<file path="config.mk">
export PLATFORM = sky130hd
export DESIGN_NAME = mult_rr_arb
export DESIGN_NICKNAME = d
export VERILOG_FILES = /design/src/rtl/mult_rr_arb.sv
export SDC_FILE = /design/constraint.sdc
export NUM_CORES = 1
export LEC_CHECK = 0
export ABC_AREA = 1
export CORE_AREA = 5 5 152 154
export CTS_BUF_LIST = sky130_fd_sc_hd__clkbuf_8
export DETAILED_ROUTE_END_ITERATION = 7
export DIE_AREA = 0 0 157 159
export PLACE_DENSITY = 0.77
export SLEW_MARGIN = 25
export SYNTH_ARGS = -nofsm -noshare
export SYNTH_HDL_FRONTEND = slang
export SYNTH_SLANG_ARGS = --single-unit
</file>
<file path="constraint.sdc">
create_clock -name clk -period 3.5 [get_ports clk]
set_clock_uncertainty 0.15 [all_clocks]
set_input_delay 0.35 -clock clk [delete_from_list [all_inputs] [get_ports clk]]
set_output_delay 0.35 -clock clk [all_outputs]
set_load 0.02 [all_outputs]
</file>
<file path="src/rtl/mult_rr_arb.sv">
// rtl/mult_rr_arb.sv - round-robin sequencer sharing one multi-cycle signed multiplier among NREQ requesters
// Optional watchdog on the BUSY wait: define MULT_RR_ARB_WDOG_EN.
module mult_rr_arb #(
    parameter int DW       = 32,
    parameter int NREQ     = 4,
    parameter int WDOG_CYC = 256
) (
    input  logic                     clk,
    input  logic                     rstn,
    input  logic [NREQ-1:0]          req,
    input  logic [NREQ*DW-1:0]       a_in,
    input  logic [NREQ*DW-1:0]       b_in,
    output logic [NREQ-1:0]          gnt,
    output logic [NREQ-1:0]          done,
    output logic [DW-1:0]            res_out,
    output logic [$clog2(NREQ)-1:0]  res_id,
    output logic                     busy,
    output logic                     err,
    output logic                     mul_en,
    output logic [DW-1:0]            mul_a,
    output logic [DW-1:0]            mul_b,
    input  logic                     mul_valid,
    input  logic [DW-1:0]            mul_c
);

    localparam int IDW = $clog2(NREQ);

    if (NREQ < 2 || NREQ > 16 || WDOG_CYC < 1) begin : g_param_check
        $error("mult_rr_arb: NREQ must be 2..16 and WDOG_CYC at least 1");
    end

    typedef enum logic [1:0] {S_IDLE, S_LOAD, S_BUSY, S_DONE} state_t;

    state_t          state_q, state_d;
    logic [IDW-1:0]  ptr_q, ptr_d;
    logic [IDW-1:0]  id_q, id_d;
    logic [IDW-1:0]  res_id_q, res_id_d;
    logic [DW-1:0]   res_out_q, res_out_d;
    logic [DW-1:0]   mul_a_q, mul_a_d;
    logic [DW-1:0]   mul_b_q, mul_b_d;
    logic [IDW-1:0]  win;
    logic            found;
    logic [DW-1:0]   win_a, win_b;
    int              idx;

`ifdef MULT_RR_ARB_WDOG_EN
    localparam int CW = $clog2(WDOG_CYC + 1);
    logic [CW-1:0]   cnt_q, cnt_d;
    logic            err_q, err_d;
`endif

    // Search starts just after the last winner, so it has lowest priority next time.
    always_comb begin
        win   = ptr_q;
        found = 1'b0;
        idx   = 0;
        for (int k = 1; k <= NREQ; k++) begin
            idx = int'(ptr_q) + k;
            if (idx >= NREQ) idx = idx - NREQ;
            if (!found && req[IDW'(idx)]) begin
                found = 1'b1;
                win   = IDW'(idx);
            end
        end
    end

    always_comb begin
        win_a = '0;
        win_b = '0;
        for (int i = 0; i < NREQ; i++) begin
            if (win == IDW'(i)) begin
                win_a = a_in[i*DW +: DW];
                win_b = b_in[i*DW +: DW];
            end
        end
    end

    always_comb begin
        state_d   = state_q;
        ptr_d     = ptr_q;
        id_d      = id_q;
        res_id_d  = res_id_q;
        res_out_d = res_out_q;
        mul_a_d   = mul_a_q;
        mul_b_d   = mul_b_q;
`ifdef MULT_RR_ARB_WDOG_EN
        cnt_d     = cnt_q;
        err_d     = err_q;
`endif
        case (state_q)
            S_IDLE: begin
                if (found) begin
                    state_d = S_LOAD;
                    ptr_d   = win;
                    id_d    = win;
                    mul_a_d = win_a;
                    mul_b_d = win_b;
                end
            end
            S_LOAD: begin
                state_d = S_BUSY;
`ifdef MULT_RR_ARB_WDOG_EN
                cnt_d   = '0;
`endif
            end
            S_BUSY: begin
                if (mul_valid) begin
                    res_out_d = mul_c;
                    res_id_d  = id_q;
                    state_d   = S_DONE;
                end
`ifdef MULT_RR_ARB_WDOG_EN
                else if (cnt_q == CW'(WDOG_CYC - 1)) begin
                    err_d     = 1'b1;
                    res_out_d = '0;
                    res_id_d  = id_q;
                    state_d   = S_DONE;
                end else begin
                    cnt_d = cnt_q + 1'b1;
                end
`endif
            end
            S_DONE:  state_d = S_IDLE;
            default: state_d = S_IDLE;
        endcase
    end

    always_ff @(posedge clk or negedge rstn) begin
        if (!rstn) begin
            state_q   <= S_IDLE;
            ptr_q     <= IDW'(NREQ - 1);
            id_q      <= '0;
            res_id_q  <= '0;
            res_out_q <= '0;
            mul_a_q   <= '0;
            mul_b_q   <= '0;
        end else begin
            state_q   <= state_d;
            ptr_q     <= ptr_d;
            id_q      <= id_d;
            res_id_q  <= res_id_d;
            res_out_q <= res_out_d;
            mul_a_q   <= mul_a_d;
            mul_b_q   <= mul_b_d;
        end
    end

`ifdef MULT_RR_ARB_WDOG_EN
    always_ff @(posedge clk or negedge rstn) begin
        if (!rstn) begin
            cnt_q <= '0;
            err_q <= 1'b0;
        end else begin
            cnt_q <= cnt_d;
            err_q <= err_d;
        end
    end
    assign err = err_q;
`else
    assign err = 1'b0;
`endif

    assign gnt     = (state_q == S_LOAD) ? (NREQ'(1) << id_q) : '0;
    assign done    = (state_q == S_DONE) ? (NREQ'(1) << res_id_q) : '0;
    assign mul_en  = (state_q == S_LOAD);
    assign busy    = (state_q != S_IDLE);
    assign mul_a   = mul_a_q;
    assign mul_b   = mul_b_q;
    assign res_out = res_out_q;
    assign res_id  = res_id_q;

endmodule

</file>
Word level (Yosys, flattened, before mapping)
Index checks and enable logic that the tools add are counted.
{ "totals": {"wordCells": 82, "in_bits": 295, "reg_bits": 104, "out_inout_bits": 109} }
{ "classes": {"magnitude_cmp": 8, "reduce_logical": 12, "muxes": 37, "shift": 2, "n_eq_ne": 8, "n_addsub": 8} }
{ "ops": {"columns": ["op", "n"], "rows": [
  ["two-way mux 32 bit", 8],
  ["two-way mux 2 bit", 10],
  ["< comparator 2 x 4 -> 1 bit (second input constant)", 4],
  ["two-way mux 1 bit", 12],
  ["greater-or-equal comparator 3 bit (second input constant)", 3],
  ["binary-select mux 1 bit (select 2 bit)", 4],
  ["equality test 2 bit (second input constant)", 4],
  ["two-way mux 4 bit", 2],
  ["case mux 2 bit (4 select lines)", 1],
  ["left shift 1 x 2 -> 4 bit (first input constant)", 2],
  ["subtractor 2 x 1 -> 2 bit (second input constant)", 4],
  ["adder 2 x 2 -> 3 bit (second input constant)", 2],
  ["AND reduction 2 bit", 3],
  ["adder 2 x 3 -> 4 bit (second input constant)", 1],
  ["equality test 2 x 1 -> 1 bit (second input constant)", 2],
  ["greater-or-equal comparator 4 x 3 -> 1 bit (second input constant)", 1],
  ["zero test 2 bit", 2],
  ["inequality test 2 bit (second input constant)", 2],
  ["adder 2 x 1 -> 3 bit (second input constant)", 1],
  ["logical AND 1 bit", 3],
  ["zero test 1 bit", 3],
  ["nonzero test 2 bit", 1]
]} }

Depth between registers and ports, before layout
Gate-level depths: netlist of the first run.
{ "logic_depth": {"ltp_word": 21, "mapped_depth": 18, "mapped_depth_nobuf": 16} }

Least setup slack after synthesis of the first run
Ideal clock, no wire load.
{ "synth_timing": {"kind": "flip-flop to flip-flop", "from": "register ptr_q[0]", "to": "register mul_b_q[10], in the netlist mul_b[10]", "stages_incl_launch_ff": 17, "path_buffers": 3, "t_required_ns": 3.234, "arrival_ns": 1.985, "period_less_slack_ns": 2.251, "slack_ns": 1.249, "setup_ns": 0.116, "path_cell_list": "dfstp_2 > buf_6 > inv_6 > nand2_1 > nand2_2 > nand2_2 > nand2_4 > o21ai_2 > nand3_4 > nand2_8 > nand2_4 > buf_6 > buf_6 > o21ai_1 > inv_1 > nand2_1 > nand2_1"} }
{ "synth_via": {"elab_chain_len": 21} }
{ "synth_rtl": {"columns": ["element", "line_no", "rtl"], "rows": [
  ["from (decl)", "35", "logic [IDW-1:0] ptr_q, ptr_d;"],
  ["from (signal assigned)", "131", "ptr_q <= IDW'(NREQ - 1);"],
  ["from (signal assigned)", "139", "ptr_q <= ptr_d;"],
  ["adder 2 x 1 -> 3 bit", "58", "idx = int'(ptr_q) + k;"],
  ["greater-or-equal comparator 3 bit or subtractor 2 x 1 -> 2 bit (tied branches)", "59", "if (idx >= NREQ) idx = idx - NREQ;"],
  ["two-way mux 2 bit", "59", null],
  ["binary-select mux 1 bit (select 2 bit)", "60", "if (!found && req[IDW'(idx)]) begin"],
  ["two-way mux 1 bit (implied by the code) (2 in a row)", "60", null],
  ["two-way mux 1 bit", "60", null],
  ["zero test 1 bit", "60", null],
  ["logical AND 1 bit", "60", null],
  ["two-way mux 1 bit", "60", null],
  ["zero test 1 bit", "60", null],
  ["logical AND 1 bit", "60", null],
  ["two-way mux 1 bit", "60", null],
  ["zero test 1 bit", "60", null],
  ["logical AND 1 bit", "60", null],
  ["two-way mux 2 bit", "60", null],
  ["zero test 2 bit", "71", "if (win == IDW'(i)) begin"],
  ["two-way mux 32 bit (4 in a row)", "71", null],
  ["to (signal assigned)", "144", "mul_b_q <= mul_b_d;"],
  ["to (decl)", "40", "logic [DW-1:0] mul_b_q, mul_b_d;"]
]} }
Several ways; a longest one is shown, not always the timed one. The select of a mux whose other input is x is not followed.
A chain may end at the register's enable or synchronous reset.

Worst setup path in the final report of the first run
{ "layout_timing": {"from": "register ptr_q[0]", "to": "register mul_b_q[15], in the netlist mul_b[15]"} }
The elaborated chain is that of the path after synthesis.

==> results of run 1 <==
## metrics by stage
step	area, um^2	hold slack, ps
floorplan	6640	-95.6
CTS	11100	341
detailed placement	10800	279
global route	11100	358
global placement	10800	279
finish	11100	335
## layer usage
layer  up-vias  wire, um
met5         -         0
met2       357     13500
met4         0       738
met1      3375     10400
li1       3640         -
met3        38      2650
## worst max-delay path, stage by stage (launching register included)
cell	delay, ps
dfstp_2	690
inv_6	80
nand2_1	80
nand2_2	90
nand2_2	110
nand2_4	80
nor2_4	140
nand3_4	120
nand2_8	250
nand2_4	320
buf_4	300
o21ai_1	220
inv_1	60
nand2_1	70
nand2_1	40
## cells in the mapped netlist (all sizes together)
cell type and number:
o21ai 119, ha 5, nand3 80, o22ai 1, nor2 21, dfstp 2, conb 1, nand4 8
inv 110, nor3 8, nand2 368, clkbuf 26, dfrtp 102, a21oi 11, mux2 32, buf 28
## cell families after synthesis
family,after synthesis
buf+inv,164
other cells,1
mux,32
flops,104
compound gates,131
fa+ha+maj,5
simple gates,485
## layout make-up
class | instances | area share [%]
Timing Repair Buffer | 418 | 37.8
Clock inverter | 6 | 0.880
Clock buffer | 10 | 1.24
Sequential cell | 104 | 23.5
Inverter | 110 | 3.79
Multi-Input combinational cell | 654 | 29.6
Tap cell | 280 | 3.16
## final timing paths
kind	from	to	slack, ps	depth (start not counted)
setup / recovery	ptr_q[0]	mul_b[15]	570	14
setup reg to reg	ptr_q[0]	mul_b[15]	570	14
hold / removal	mul_b[4]	mul_b[4]	330	2
min in group asynchronous	rstn	res_out[20]	390	2
hold reg to reg	mul_b[4]	mul_b[4]	330	2
max in group asynchronous	rstn	ptr_q[1]	2010	3
## registers in the layout, summed over array words and instances (netlist names)
register,count
mul_a,32
mul_b,32
ptr_q,2
state_q,2
res_id,2
res_out,32
id_q,2
## report_power, final
group | internal [mW] | switching (mW) | total (mW)
registers | 1.84 | 0.356 | 2.19
logic | 3.47 | 5.74 | 9.21
clock network | 0.435 | 0.470 | 0.905
## what timing repair did
action	in CTS	in global routing
hold buffers	1	0
resized for setup	0	0
buffers inserted	0	0
endpoints found under the hold margin	48	0
==> results.tsv, run 1 <==
metric	value	unit
antenna_found_initial	0	
seq_area_frac_synth	39.2	%
grt_pass1_wl	40800	um
core	21600	um^2
grt_pass1_vias	7370	
finalSetupViolCount	0	
ir_worst_vdd	0.636	mV
post_drt_wl_per_cell	17.2	um
syn-num-nets	1222	
ys_warn_count	0	
power_density	1110	nW/um^2
drive_above_1_share	8.37	%
synth_compound_area_share	9.95	%
syn_avg_cell_area	7.20	um^2
synth_top_area_cell	dfrtp_1	
finalPower	12.3	mW
syn_inst	922	
grt_max_degree	65	
arrival	3060	ps
rows	54	
synth-adder-area-share	0.942	%
layout_commonest_cell	clkdlybuf4s50_1	
final_cell_mix	clkdlybuf4s50_1 (401), nand2_1 (348), inv_1 (105), dfrtp_1 (102), o21ai_0 (92)	
via_count	7410	
clock-root-buffer	clkbuf_8	
min_period	2930	ps
grt_overflow	0	
dpl_worst_slack	477	ps
fin_cells	1582	
drc	0	
yosys.area_share.simple	33.0	%
first_iter_violations	435	
grtUsageMet3	5.60	%
dp_hpwl	20800	um
relSlewSlack	45.4	%
dr.pass1.iters	5	
fillCellCount	2034	
rsz0062_at_grt	no	
dp_cells	1565	
cts_buffers	9	
portBuffers	402	
final_nets	1597	
via_per_inst	4.68	
worstMarginPinSlew	818	ps
met1_usage	24.3	%
cap_violations	0	
synth_top_area_share	38.4	%
synth_seq_cells	104	
cts_tree	yes	
finalSetupTns	0	ps
startpoint_type	flop	
worst_ep_required_time	3630	ps
crit_type	flop to flop	
track_usage	20.9	%
ff_latch_area	2610	um^2
dieHeight	159	um
synth.cell_area	6640	um^2
leakage	5.39	nW
timing.fmax	341	MHz
hold_viol	0	
finalWorstSetupSlack	569	ps
cts.path.max_buffers	2	
crit_fanout	34	
ios	404	
muxShareOfSynthArea	5.43	%
top_usage_layer	met2	
insertion_delay	370	ps
crit_path_end_kind	flop	
hold_path.class	flop to flop	
met2_usage	36.6	%
ys_types	32	
clk_pin_slew	110	ps
utilization	51.4	%
area_delta_synth_final	67.0	%
dieWidth	157	um
synthTopCellsByArea	dfrtp_1 (38%), nand2_1 (20%), o21ai_0 (6.9%), inv_1 (6.0%), mux2_2 (5.4%)	
status	finished, final reports clean	
postRouteAntennaNets	0	
diodes	0	
cts.sinks	104	
fin_crit_sh	83.7	%
initial_core_util	30.8	%
ctsHtreeMaxLevel	3	
synth_top_family_by_area	simple AND/OR/NAND/NOR gates	
fp.dieArea	25000	um^2
finalWeightedCongestion	0.888	
routed_wirelength	27200	um
multi_input_area	3280	um^2
synthXorXnorAreaFrac	0	%
finalMaxSlewViolations	0	
(Power assumes the default switching activity.)
==> run 2: changes to the inputs <==
--- a/config.mk
+++ b/config.mk
@@ -6,11 +6,11 @@
 export NUM_CORES = 1
 export LEC_CHECK = 0
 export ABC_AREA = 1
-export CORE_AREA = 5 5 152 154
+export CORE_AREA = 5 5 153 155
 export CTS_BUF_LIST = sky130_fd_sc_hd__clkbuf_8
 export DETAILED_ROUTE_END_ITERATION = 7
-export DIE_AREA = 0 0 157 159
-export PLACE_DENSITY = 0.77
+export DIE_AREA = 0 0 158 160
+export PLACE_DENSITY = 0.76
 export SLEW_MARGIN = 25
 export SYNTH_ARGS = -nofsm -noshare
 export SYNTH_HDL_FRONTEND = slang
==> constraint.sdc (replaced) <==
create_clock -name clk -period 2.75 [get_ports clk]
set_clock_uncertainty 0.15 [all_clocks]
set_input_delay 0.275 -clock clk [delete_from_list [all_inputs] [get_ports clk]]
set_output_delay 0.275 -clock clk [all_outputs]
set_load 0.02 [all_outputs]
==> run 2 against run 1 <==
Via count decreased by 0.76%. Fmax increased by 12%. Sequential cell count unchanged.
==> results.tsv, run 2 (synthesized netlist as in run 1, its figures left out) <==
metric	value	unit
status	finished, final reports clean	
fp.dieArea	25300	um^2
final_nets	1608	
rows	54	
cts_buffers	9	
dp_hpwl	21300	um
grt_pass1_wl	40200	um
layout_commonest_cell	clkdlybuf4s50_1	
area_delta_synth_final	68.7	%
insertion_delay	380	ps
dieHeight	160	um
rsz0062_at_grt	yes	
p_comb_share	76.7	%
ir_worst_vdd	1.13	mV
hold_path.class	primary input to asynchronous set/reset pin	
finalWorstSetupSlack	127	ps
via_count	7354	
ios	404	
worstMarginPinSlew	764	ps
cts_tree	yes	
cts.path.max_buffers	2	
crit_path_end_kind	flop	
clk_pin_slew	130	ps
initial_core_util	30.6	%
crit_type	flop to flop	
p_int	7.52	mW
seq_power_share	17.4	%
routed_wirelength	26900	um
post_drt_wl_per_cell	16.9	um
r2r_start	ptr_q[0]	
min_period	2620	ps
drive_above_1_share	9.14	%
grt_overflow	0	
core	21700	um^2
finalMaxSlewViolations	0	
finalSetupViolCount	0	
antenna_found_initial	0	
final_cell_mix	clkdlybuf4s50_1 (401), nand2_1 (348), inv_1 (105), dfrtp_1 (102), o21ai_0 (91)	
relSlewSlack	49.1	%
p_sw	8.43	mW
finalPower	15.9	mW
startpoint_type	flop	
grt_max_degree	65	
fin_crit_sh	95.4	%
postRouteAntennaNets	0	
cts.sinks	104	
track_usage	20.4	%
worst_ep_required_time	2900	ps
cp-startpoint	ptr_q[0]	
dpl_worst_slack	94.6	ps
postLayoutCellArea	11200	um^2
pwr-share-clk	5.9	%
sw_frac_of_total	52.9	%
grt_pass1_vias	7184	
dieWidth	158	um
cap_violations	0	
finalWeightedCongestion	0.847	
hold_viol	0	
cp-endpoint	mul_a[16]	
via_per_inst	4.62	
finalSetupTns	0	ps
drc	0	
ctsHtreeMaxLevel	3	
portBuffers	402	
place_area	11000	um^2
dr.pass1.iters	5	
dp_cells	1574	
r2r_cells	14	
clock-root-buffer	clkbuf_8	
fin_cells	1593	
rrSetupSlack	130	ps
crit_fanout	24	
timing.fmax	381	MHz
first_iter_violations	339	
diodes	0	
reg2reg_to	mul_a[16]	
arrival	2770	ps
leakage	5.44	nW
power_density	1420	nW/um^2
==> run 2: cell count changes in the layout (fill, tap and decap cells not counted), sizes merged <==
cell | previous run | this run
buf | 16 | 27
bufinv | 2 | 0
clkinv | 1 | 3
clkbuf | 10 | 9
clkinvlp | 0 | 1
==> run 2: final cells by class <==
type	instances	area (um^2)
clock buffers	9	124
clock inverters	7	63.8
fillers	2089	10500
inverters	110	420
multi-input cells	654	3290
flip-flops and latches	104	2610
well taps	280	350
repair buffers	429	4350
==> run 2: power groups by stage <==
stage,clock network [mW],logic [mW],registers [mW]
final,0.942,12.2,2.78
after global routing,1.05,13.5,2.87
after CTS,0.988,12.2,2.79
after detailed placement,0,12.1,2.82
after global placement,0,12.0,2.78
after floorplan,0,7.15,3.61
==> run 2: worst min path at each step <==
stage | endpoint | depth (start not counted) | slack, ps | from
after floorplan | id_q[0] | 0 | -170 | rstn
after global placement | res_out[16] | 1 | 230 | rstn
after detailed placement | res_out[10] | 1 | 240 | rstn
after CTS | res_out[29] | 2 | 320 | mul_c[29]
after global routing | res_out[18] | 2 | 320 | mul_c[18]
final | res_out[10] | 2 | 300 | rstn
==> run 2: metrics by stage <==
stage	utilization, %	hold WS (ps)
final	51.6	303
after global routing	51.6	320
after CTS	51.4	319
after detailed placement	50.5	244
after global placement	50.5	232
after floorplan	-	-171
==> run 2: critical path, cell delays in order, from the launching register on <==
cell and delay [ps]:
dfstp_2 630, buf_4 150, nand2_1 60, nand2_2 120, nand2_1 60, nand2_1 150, nand3_2 130, nand2_1 120
nand2_4 130, nor2_8 270, buf_12 220, nand2_1 90, nand3_1 110, nand2_1 70, nand2_1 60
==> run 2: repair_timing <==
item / CTS / global route
endpoints found under the hold margin: 50 / 0
hold buffers: 1 / 0
gates resized for setup: 0 / 4
setup buffers: 0 / 2
endpoints found under the setup margin: 0 / 63
==> run 2: per-layer routing <==
layer	part of all wire [%]	track usage, %	vias to the layer above	wire length (um)
met5	0	0	-	0
met4	2.8	6.94	0	765
met3	9.9	5.33	43	2650
met2	49	35.8	357	13200
met1	38	23.8	3298	10200
li1	-	-	3656	-
